`src/rtl/pc_unit.sv`:
```
// Program-counter unit: sequential increment, relative branch, absolute jump,
// and CALL/RET backed by a small circular return-address stack.
module pc_unit #(
    parameter int WIDTH     = 16,
    parameter int STEP      = 2,
    parameter int RESET_VEC = 0,
    parameter int RAS_DEPTH = 4
) (
    input  logic                       CLK,
    input  logic                       RESET,
    input  logic                       STALL,
    input  logic [2:0]                 PC_OP,
    input  logic                       COND,
    input  logic [WIDTH-1:0]           OFFSET,
    input  logic [WIDTH-1:0]           TARGET,
    output logic [WIDTH-1:0]           PC,
    output logic [WIDTH-1:0]           PC_PLUS,
    output logic [$clog2(RAS_DEPTH):0] RAS_COUNT,
    output logic                       RAS_OVF,
    output logic                       RAS_UNF
);

    localparam int PW = $clog2(RAS_DEPTH);
    localparam int CW = PW + 1;
    localparam logic [CW-1:0] FULL = CW'(RAS_DEPTH);

    localparam logic [2:0] OP_BRANCH = 3'b001;
    localparam logic [2:0] OP_JUMP   = 3'b010;
    localparam logic [2:0] OP_CALL   = 3'b011;
    localparam logic [2:0] OP_RET    = 3'b100;

    logic [WIDTH-1:0] pc_reg, pc_next, pc_plus;
    logic [PW-1:0]    top_reg, top_next;
    logic [CW-1:0]    count_reg, count_next;
    logic             ovf_reg, ovf_next;
    logic             unf_reg, unf_next;
    logic             push;
    logic [WIDTH-1:0] ras_mem [RAS_DEPTH];

    assign pc_plus = pc_reg + WIDTH'(STEP);

    always_comb begin
        pc_next    = pc_plus;
        top_next   = top_reg;
        count_next = count_reg;
        ovf_next   = ovf_reg;
        unf_next   = unf_reg;
        push       = 1'b0;
        case (PC_OP)
            OP_BRANCH: begin
                if (COND) pc_next = pc_reg + OFFSET;
            end
            OP_JUMP: pc_next = TARGET;
            OP_CALL: begin
                // A full stack still takes the push, overwriting the oldest entry.
                push     = 1'b1;
                pc_next  = TARGET;
                top_next = top_reg + PW'(1);
                if (count_reg == FULL) ovf_next = 1'b1;
                else                   count_next = count_reg + CW'(1);
            end
            OP_RET: begin
                if (count_reg == '0) begin
                    unf_next = 1'b1;
                end else begin
                    pc_next    = ras_mem[top_reg];
                    top_next   = top_reg - PW'(1);
                    count_next = count_reg - CW'(1);
                end
            end
            default: ;
        endcase
    end

    always_ff @(posedge CLK) begin
        if (RESET) begin
            pc_reg    <= WIDTH'(RESET_VEC);
            top_reg   <= PW'(RAS_DEPTH - 1);
            count_reg <= '0;
            ovf_reg   <= 1'b0;
            unf_reg   <= 1'b0;
        end else if (!STALL) begin
            pc_reg    <= pc_next;
            top_reg   <= top_next;
            count_reg <= count_next;
            ovf_reg   <= ovf_next;
            unf_reg   <= unf_next;
        end
    end

    // Storage kept free of reset so it maps onto plain RAM.
    always_ff @(posedge CLK) begin
        if (!RESET && !STALL && push) ras_mem[top_next] <= pc_plus;
    end

    assign PC        = pc_reg;
    assign PC_PLUS   = pc_plus;
    assign RAS_COUNT = count_reg;
    assign RAS_OVF   = ovf_reg;
    assign RAS_UNF   = unf_reg;

endmodule

```
`config.mk`:
```
export PLATFORM = sky130hd
export DESIGN_NAME = pc_unit
export DESIGN_NICKNAME = d
export VERILOG_FILES = /design/src/rtl/pc_unit.sv
export SDC_FILE = /design/constraint.sdc
export NUM_CORES = 1
export LEC_CHECK = 0
export ABC_AREA = 1
export CORE_ASPECT_RATIO = 0.6
export CORE_MARGIN = 4
export CORE_UTILIZATION = 57
export CTS_BUF_LIST = sky130_fd_sc_hd__clkbuf_8
export DETAILED_ROUTE_END_ITERATION = 7
export PLACE_DENSITY_LB_ADDON = 0.2
export SLEW_MARGIN = 10
export SYNTH_ARGS = -nofsm -noshare
export SYNTH_HDL_FRONTEND = slang
export SYNTH_SLANG_ARGS = --single-unit
```
`constraint.sdc`:
```
create_clock -name CLK -period 2.6 [get_ports CLK]
set_clock_uncertainty 0.05 [all_clocks]
set_input_delay 0.26 -clock CLK [delete_from_list [all_inputs] [get_ports CLK]]
set_output_delay 0.26 -clock CLK [all_outputs]
set_load 0.1 [all_outputs]
```
# Yosys cells after proc, flatten, opt, wreduce, memory -nomap -nowiden
# Memories as Yosys holds them, arrays and structs flattened. A register that Yosys moved wholly into a read port is not among the register bits.
# Cells that the tools add are included.
# word_totals
mem_bits_rw,64
out_inout_bits,37
regBits,23
mem_count,1
word_cells,43
# mem_list
name,depth,width,read_ports,rd_clocked_by_memory_dff,wr,line,source
ras_mem,4,16,1,1,1,38,logic [WIDTH-1:0] ras_mem [RAS_DEPTH];
# classes
n_eq_ne,7
mux,13
n_reduce_logical,10
bitwise_logic,1
addsub,6
# ops
operator,n
16-bit one-hot mux with 3 select lines,1
16-bit two-way mux,2
16-bit adder,1
16-bit by 2-bit adder with 16-bit output (second input constant),1
3-bit by 2-bit == test with 1-bit output (second input constant),2
3-bit == test (second input constant),2
2-bit two-way mux,3
3-bit two-way mux,2
3-bit one-hot mux with 2 select lines,1
3-bit AND reduction,2
2-bit != test (second input constant),2
2-bit one-hot mux with 2 select lines,1
4-bit AND reduction,1
3-bit by 1-bit adder with 3-bit output (second input constant),1
3-bit by 1-bit == test with 1-bit output (second input constant),1
3-bit zero test,1
1-bit two-way mux,3
3-bit by 1-bit subtractor with 3-bit output (second input constant),1
2-bit by 1-bit adder with 2-bit output (second input constant),1
1-bit logical AND,2
1-bit zero test,2
2-bit nonzero test,1
2-bit OR reduction,1
2-bit by 1-bit subtractor with 2-bit output (second input constant),1
1-bit inverter,1

# Longest topological paths before layout
# Gate-level depths: netlist of run 1.
# depth
depth_word,5
ltp_mapped,13
mapped_depth_nobuf,13

# Least setup slack after synthesis of run 1
# No wires, ideal clock.
# synth_timing
path_kind,register -> register
from,register pc_reg[1] (netlist: PC[1])
to,"memory ras_mem[0][3], data pin"
required_time_ns,2.038
path_slack_ns,-1.057
setup_time_ns,0.512
t_arrival_ns,3.094
path_stages_with_launch,3
cell_sequence,dfxtp_1 > ha_1 > xor2_1
# synth_via
elab_chain_len,1
# synth_lines
item,line,source
start: declaration,32,"logic [WIDTH-1:0] pc_reg, pc_next, pc_plus;"
start signal: assignment,77,pc_reg <= WIDTH'(RESET_VEC);
start signal: assignment,83,pc_reg <= pc_next;
16-bit by 2-bit adder with 16-bit output,40,assign pc_plus = pc_reg + WIDTH'(STEP);
via PC_PLUS[3],17,"output logic [WIDTH-1:0] PC_PLUS,"
end: declaration,38,
# The timed path passes the listed nets, and every way through them passes these cells.

# Final worst setup path of run 1
# layout_timing
from,register pc_reg[1] (netlist: PC[1])
to,output port PC_PLUS[9]
# layout_via
elab_chain_len,1
# layout_lines
item,line
16-bit by 2-bit adder with 16-bit output,40
end: declaration,17
# No other way between the ends.

==> metrics, run 1 <==
largest net degree at the start of global routing 33; worst min-delay path category flop to flop; main combinational cell family by area after synthesis simple AND/OR/NAND/NOR gates; synth top area cells edfxtp_1 (37%), nand2_1 (13%), dfxtp_1 (9.7%); Pleak 0.00283 uW; gp weighted congestion 0.971; TritonCTS Buffers 9; clock net sink count 89; CTS clk-pin slew, worst paths 0.09 ns; R2R Setup Slk 0.39 ns; syn avg cell area 7.96 um2; Slew Viols, Final 0; Crit path max-delay family flip-flops; worst r2r src PC[1]$_SDFFE_PP0N_; Seq/Total Area, Yosys 46.9%; Worst Hold Path EP RAS_OVF$_SDFFE_PP0P_; # fillers 634; max_slew headroom 53.1%; WL final 14.6 mm; max FFs per register 64; vias in the first global route 4,570; Post-synth EDFFs 64; Final ANT Viol Nets 0; antenna violations before repair 0; Logic pwr share 28.4%; antenna cell count 0; yosys warns 0; RSZ-0062 raised after global routing no; Max Clock Freq 405 MHz; chip width 131 um; minimum clock period 2.47 ns; endpoint of the worst-slack reg-to-reg timing path PC[9]$_SDFFE_PP0N_; xor and xnor area share after synthesis 2.01%; Syn Std Cell Area 5170 um2; share of the synthesized area in the top cell type 37.2%; die height 81.7 um; CP Cell Sequence ha_2 -> nand2_1 -> nor2_2 -> nand2_1 -> xor2_2 -> clkinvlp_4 -> buf_12; Synth Area in Compound Gates 10.3%; crit share post-route 94.9%; maximum vdd drop 0.000501 V; wire length of the first global-routing pass 22.7 mm; final setup vio count 0; HPWL after detailed placement 10.8 mm; Die ar. 10,700 um2; CTS tree yes; DR iter-0 viols 550; switching power 1270 uW; Worst Reg2Reg Path Length in Cells 11; simple-gate portion of the synthesized area 27.7%; Max FO, Critical Path 11; Multi-input gate area 2330 um2; synth-to-layout area growth 23.3%; outcome finished clean; Post-route DRC 0; Reg with most FFs ras_mem; clock network power share 26.5%; post-synthesis mux area share 0%; FF+latch area 2440 um2; Worst Path Buf+Inv 2; Clock Path Buffers 2; setup TNS 0 ns; vias 4,857; slowest cell delay on critical path 0.44 ns; critical path launch point type flop; hold_sp RAS_OVF$_SDFFE_PP0P_; sw frac 35.2%; Fin. Hold Viols 0; syn_nets 706; final net count 789; slowest CP cell dfxtp_4; Place WS 0.243 ns; Buffers on Ports 75; post-synth top area cell edfxtp_1; layout cells sized above 1 14.8%; WP data required 2.29 ns; synth unique cells 40; CTS H-tree depth 3; hold path depth 2; I/O Pins 76; worst setup path class flop to output pin; Root Driver clkbuf_8; synthesized instance count 649; top post-synthesis cells by count nand2_1 (184), inv_1 (84), nand3_1 (65); async set-or-reset flop fraction in the synthesized netlist 0%; Main synth FF type edfxtp_1; Worst setup EP type output pin; P per Cell Area 564 nW/um2; MaxCap Viol Count 0; total congestion overflow 0; Synth Area in Adders 4.65%; cell mode on critical path nand2_1; core area 8650 um2; setup ws final 0.134 ns; Global Route Usage Sum 28.2%; vias per inst 5.72; register share of total power 45.1%; top-count cell post-synth nand2_1; WL/cell 17.1 um; cts hold-fix bufs 0; #FFs+latches synth 89; Worst-Margin Slew 0.703 ns; Critical Path AT 2.16 ns; Worst-Skew Late Latency 0.37 ns; Initial Util 59.7%; Pint 2330 uW; router iterations before antenna repair 5; FP Rows 26
tightest hold or removal path, stage by stage (launching register included):
cell and delay [ns]:
dfxtp_1 0.33, nand2_1 0.06, o31ai_1 0.05
cell type report:
| class | instances | area share, % |
|---|---|---|
| inverters | 93 | 5.56 |
| clock buffers | 10 | 2.16 |
| well taps | 112 | 2.20 |
| flip-flops and latches | 89 | 38.3 |
| repair buffers | 91 | 14.2 |
| clock inverters | 6 | 0.943 |
| multi-input cells | 448 | 36.6 |
layer usage:
layer | global-route usage [%] | share of wire [%] | vias up
met5 | 0 | 0 | -
met4 | 7.70 | 1.1 | 0
met3 | 7.08 | 11 | 17
met2 | 43.9 | 44 | 303
met1 | 39.5 | 43 | 2225
li1 | - | - | 2312
how the worst max path moves through the flow:
stage / startpoint / end / cells past startpoint
2_1_floorplan: PC[1]$_SDFFE_PP0N_ / PC[9]$_SDFFE_PP0N_ / 10
6_report: PC[1]$_SDFFE_PP0N_ / PC_PLUS[9] / 7
3_3_place_gp: PC_OP[0] / ras_mem[3][9]$_DFFE_PP_ / 11
3_5_place_dp: PC_OP[2] / ras_mem[1][13]$_DFFE_PP_ / 10
5_1_grt: PC[1]$_SDFFE_PP0N_ / PC_PLUS[13] / 8
4_1_cts: PC[1]$_SDFFE_PP0N_ / PC_PLUS[9] / 7
cells in the final DEF, fill, tap and decap left out, types with 10 or more instances in the layout:
cell / n
nand3_1: 65
clkdlybuf4s50_1: 38
o21ai_0: 29
ha_1: 15
nand2_1: 184
dfxtp_1: 13
dfxtp_2: 10
buf_12: 10
clkbuf_8: 10
inv_1: 85
nor2_1: 50
a32oi_1: 10
buf_4: 43
edfxtp_1: 64
a21oi_1: 29
power by group through the flow:
| stage | Sequential [uW] | Clock, uW | Combinational (uW) |
|---|---|---|---|
| after floorplan | 1790 | 0 | 560 |
| after global placement | 1650 | 0 | 980 |
| after detailed placement | 1650 | 0 | 1000 |
| after CTS | 1620 | 958 | 1010 |
| after global routing | 1620 | 1010 | 1090 |
| final | 1620 | 954 | 1020 |
cells by family (layout without fill, tap and decap cells):
group	after synthesis	in the layout
AOI/OAI and AO/OA	90	90
xor gates and xnor gates	11	11
adders and majority gates	18	18
buffers and inverters	112	200
DFF	89	89
and+or+nand+nor	329	329
through the flow:
| stage | cells | cell area, um2 | hold slack (ns) | utilization, % | total power (uW) |
|---|---|---|---|---|---|
| floorplan | 649 | 5200 | 0.393 | - | 2350 |
| CTS | 847 | 6340 | 0.429 | 73.3 | 3580 |
| detailed placement | 831 | 6140 | 0.401 | 71.0 | 2650 |
| global route | 849 | 6370 | 0.460 | 73.6 | 3730 |
| global placement | 831 | 6140 | 0.412 | 71.0 | 2630 |
| finish | 849 | 6370 | 0.436 | 73.6 | 3600 |
repair_timing:
action                     in CTS  in global routing
setup endpoints to repair       1                  2
setup buffers                   0                  2
resized for setup               1                  2
Power figures use the tool's default switching activity.
==> inputs of run 2 (changes only) <==
CORE_ASPECT_RATIO = 0.7   (was 0.6)
PLACE_DENSITY = 0.94   (was not set)
PLACE_DENSITY_LB_ADDON = not set   (was 0.2)
==> run 2 against run 1 <==
Sequential share of layout area is 0.11 points lower. Combinational power hardly changed. Largest power group unchanged. Worst hold slack lost 0.00068 ns. Register-to-register slack improved by 0.12 ns. Routed wire length is 4.0% lower.
==> metrics, run 2 (synthesis results as in run 1) <==
outcome finished clean; vias 4,874; switching power 1280 uW; antenna cell count 0; wire length of the first global-routing pass 22.5 mm; core area 8650 um2; maximum vdd drop 0.000419 V; WP data required 2.29 ns; vias per inst 5.70; critical path launch point type flop; # fillers 643; DR iter-0 viols 482; cts hold-fix bufs 0; gp weighted congestion 0.924; Worst-Skew Late Latency 0.37 ns; CTS tree yes; clock net sink count 89; Reg with most FFs ras_mem; Root Driver clkbuf_8; Pint 2430 uW; Worst Hold Path EP RAS_OVF$_SDFFE_PP0P_; largest net degree at the start of global routing 33; vias in the first global route 4,672; slowest cell delay on critical path 0.43 ns; router iterations before antenna repair 5; most frequent cells in the layout nand2_1 (184), inv_1 (83), nand3_1 (65), edfxtp_1 (64), nor2_1 (50); Crit. Startpoint PC[1]$_SDFFE_PP0N_; final net count 787; worst r2r src PC[1]$_SDFFE_PP0N_; Worst setup EP type output pin; WHS 0.435 ns; Worst Reg2Reg Path Length in Cells 10; synth-to-layout area growth 23.7%; WP depth 7; crit share post-route 95.8%; Final ANT Viol Nets 0; Crit path max-delay family buffers and inverters; clock network power share 29.0%; minimum clock period 2.49 ns; HPWL after detailed placement 10.4 mm; Fin. Hold Viols 0; CTS clk-pin slew, worst paths 0.09 ns; RSZ-0062 raised after global routing no; hold_sp RAS_OVF$_SDFFE_PP0P_; Post-route DRC 0; Buffers on Ports 75; total congestion overflow 0; antenna violations before repair 0; final setup vio count 0; commonest non-fill, non-tap cell in the layout nand2_1; MaxCap Viol Count 0; CP Cell Sequence ha_2 -> nand2_1 -> nor2_2 -> nand2_1 -> xor2_1 -> clkinvlp_4 -> buf_12; CTS H-tree depth 3; WL/cell 16.3 um; Max Clock Freq 402 MHz; hold path depth 2; max FFs per register 64; layout cells sized above 1 14.7%; I/O Pins 76; worst min-delay path category flop to flop; TritonCTS Buffers 9; sw frac 34.4%; register share of total power 43.8%; Logic pwr share 27.2%; R2R Setup Slk 0.51 ns; endpoint of the worst-slack reg-to-reg timing path PC[9]$_SDFFE_PP0N_; Clock Path Buffers 2; slowest CP cell dfxtp_4; Max FO, Critical Path 11; FF+latch area 2440 um2; Die ar. 10,700 um2; Worst-Margin Slew 0.565 ns; die height 87.7 um; Worst Path Buf+Inv 2; Initial Util 59.7%; max_slew headroom 62.3%; Slew Viols, Final 0; Global Route Usage Sum 26.9%; WL final 14.0 mm; cell mode on critical path nand2_1; final instance area 6390 um2; Multi-input gate area 2320 um2; setup TNS 0 ns; Pleak 0.00283 uW; FP Rows 28; P per Cell Area 580 nW/um2; chip width 122 um; cell area after placement 6140 um2; Critical Path AT 2.18 ns; worst setup path class flop to output pin
run 2: cell types whose count changed in the layout (fill, tap and decap cells not counted):
cell,before,now
xor2_1,6,7
buf_4,43,41
inv_1,85,83
bufinv_16,1,2
xor2_2,3,2
clkinv_4,2,3
run 2: repair_timing:
action,CTS,global route
cloned,0,0
buffers inserted,0,2
resized for setup,1,1
setup endpoints to repair,1,2
run 2: per-stage QoR:
step           setup WS (ns)  cells  power (uW)  utilization (%)
2_1_floorplan         0.0201    649        2350                -
3_3_place_gp           0.314    837        2610             71.0
3_5_place_dp           0.232    837        2640             71.0
4_1_cts               0.0367    853        3700             73.6
5_1_grt               0.0329    855        3850             73.8
6_report               0.110    855        3710             73.8
run 2: power by group through the flow:
stage / logic [uW] / registers, uW / clock network, uW
floorplan: 560 / 1790 / 0
global placement: 964 / 1650 / 0
detailed placement: 991 / 1650 / 0
CTS: 995 / 1620 / 1090
global route: 1080 / 1630 / 1140
finish: 1010 / 1620 / 1080
run 2: worst register-to-register path: cells and delay by family (launching register included):
family / cells / cell delay, ns
AOI/OAI and AO/OA: 1 / 0.16
xor gates and xnor gates: 1 / 0.25
adders and majority gates: 1 / 0.29
buffers and inverters: 2 / 0.26
DFF: 1 / 0.43
and+or+nand+nor: 5 / 0.54
run 2: how the worst max path moves through the flow:
stage,endpoint,slack (ns)
global placement,ras_mem[1][15]$_DFFE_PP_,0.31
CTS,PC_PLUS[9],0.04
detailed placement,ras_mem[2][10]$_DFFE_PP_,0.23
floorplan,PC[9]$_SDFFE_PP0N_,0.02
finish,PC_PLUS[9],0.11
global route,PC_PLUS[9],0.03
run 2: layout make-up:
class                           instances  share of cell area, %
Clock inverter                          6                   1.43
Tap cell                              120                   2.35
Clock buffer                           10                   2.15
Timing Repair Buffer                   89                   13.9
Sequential cell                        89                   38.2
Multi-Input combinational cell        448                   36.4
Inverter                               93                   5.54
run 2: routing by layer:
layer	GRT usage, %	wire length, um	vias up
met5	0	0	-
met4	9.16	345	0
met3	7.36	1470	36
met2	44.0	6440	287
met1	35.2	5710	2235
li1	-	-	2316
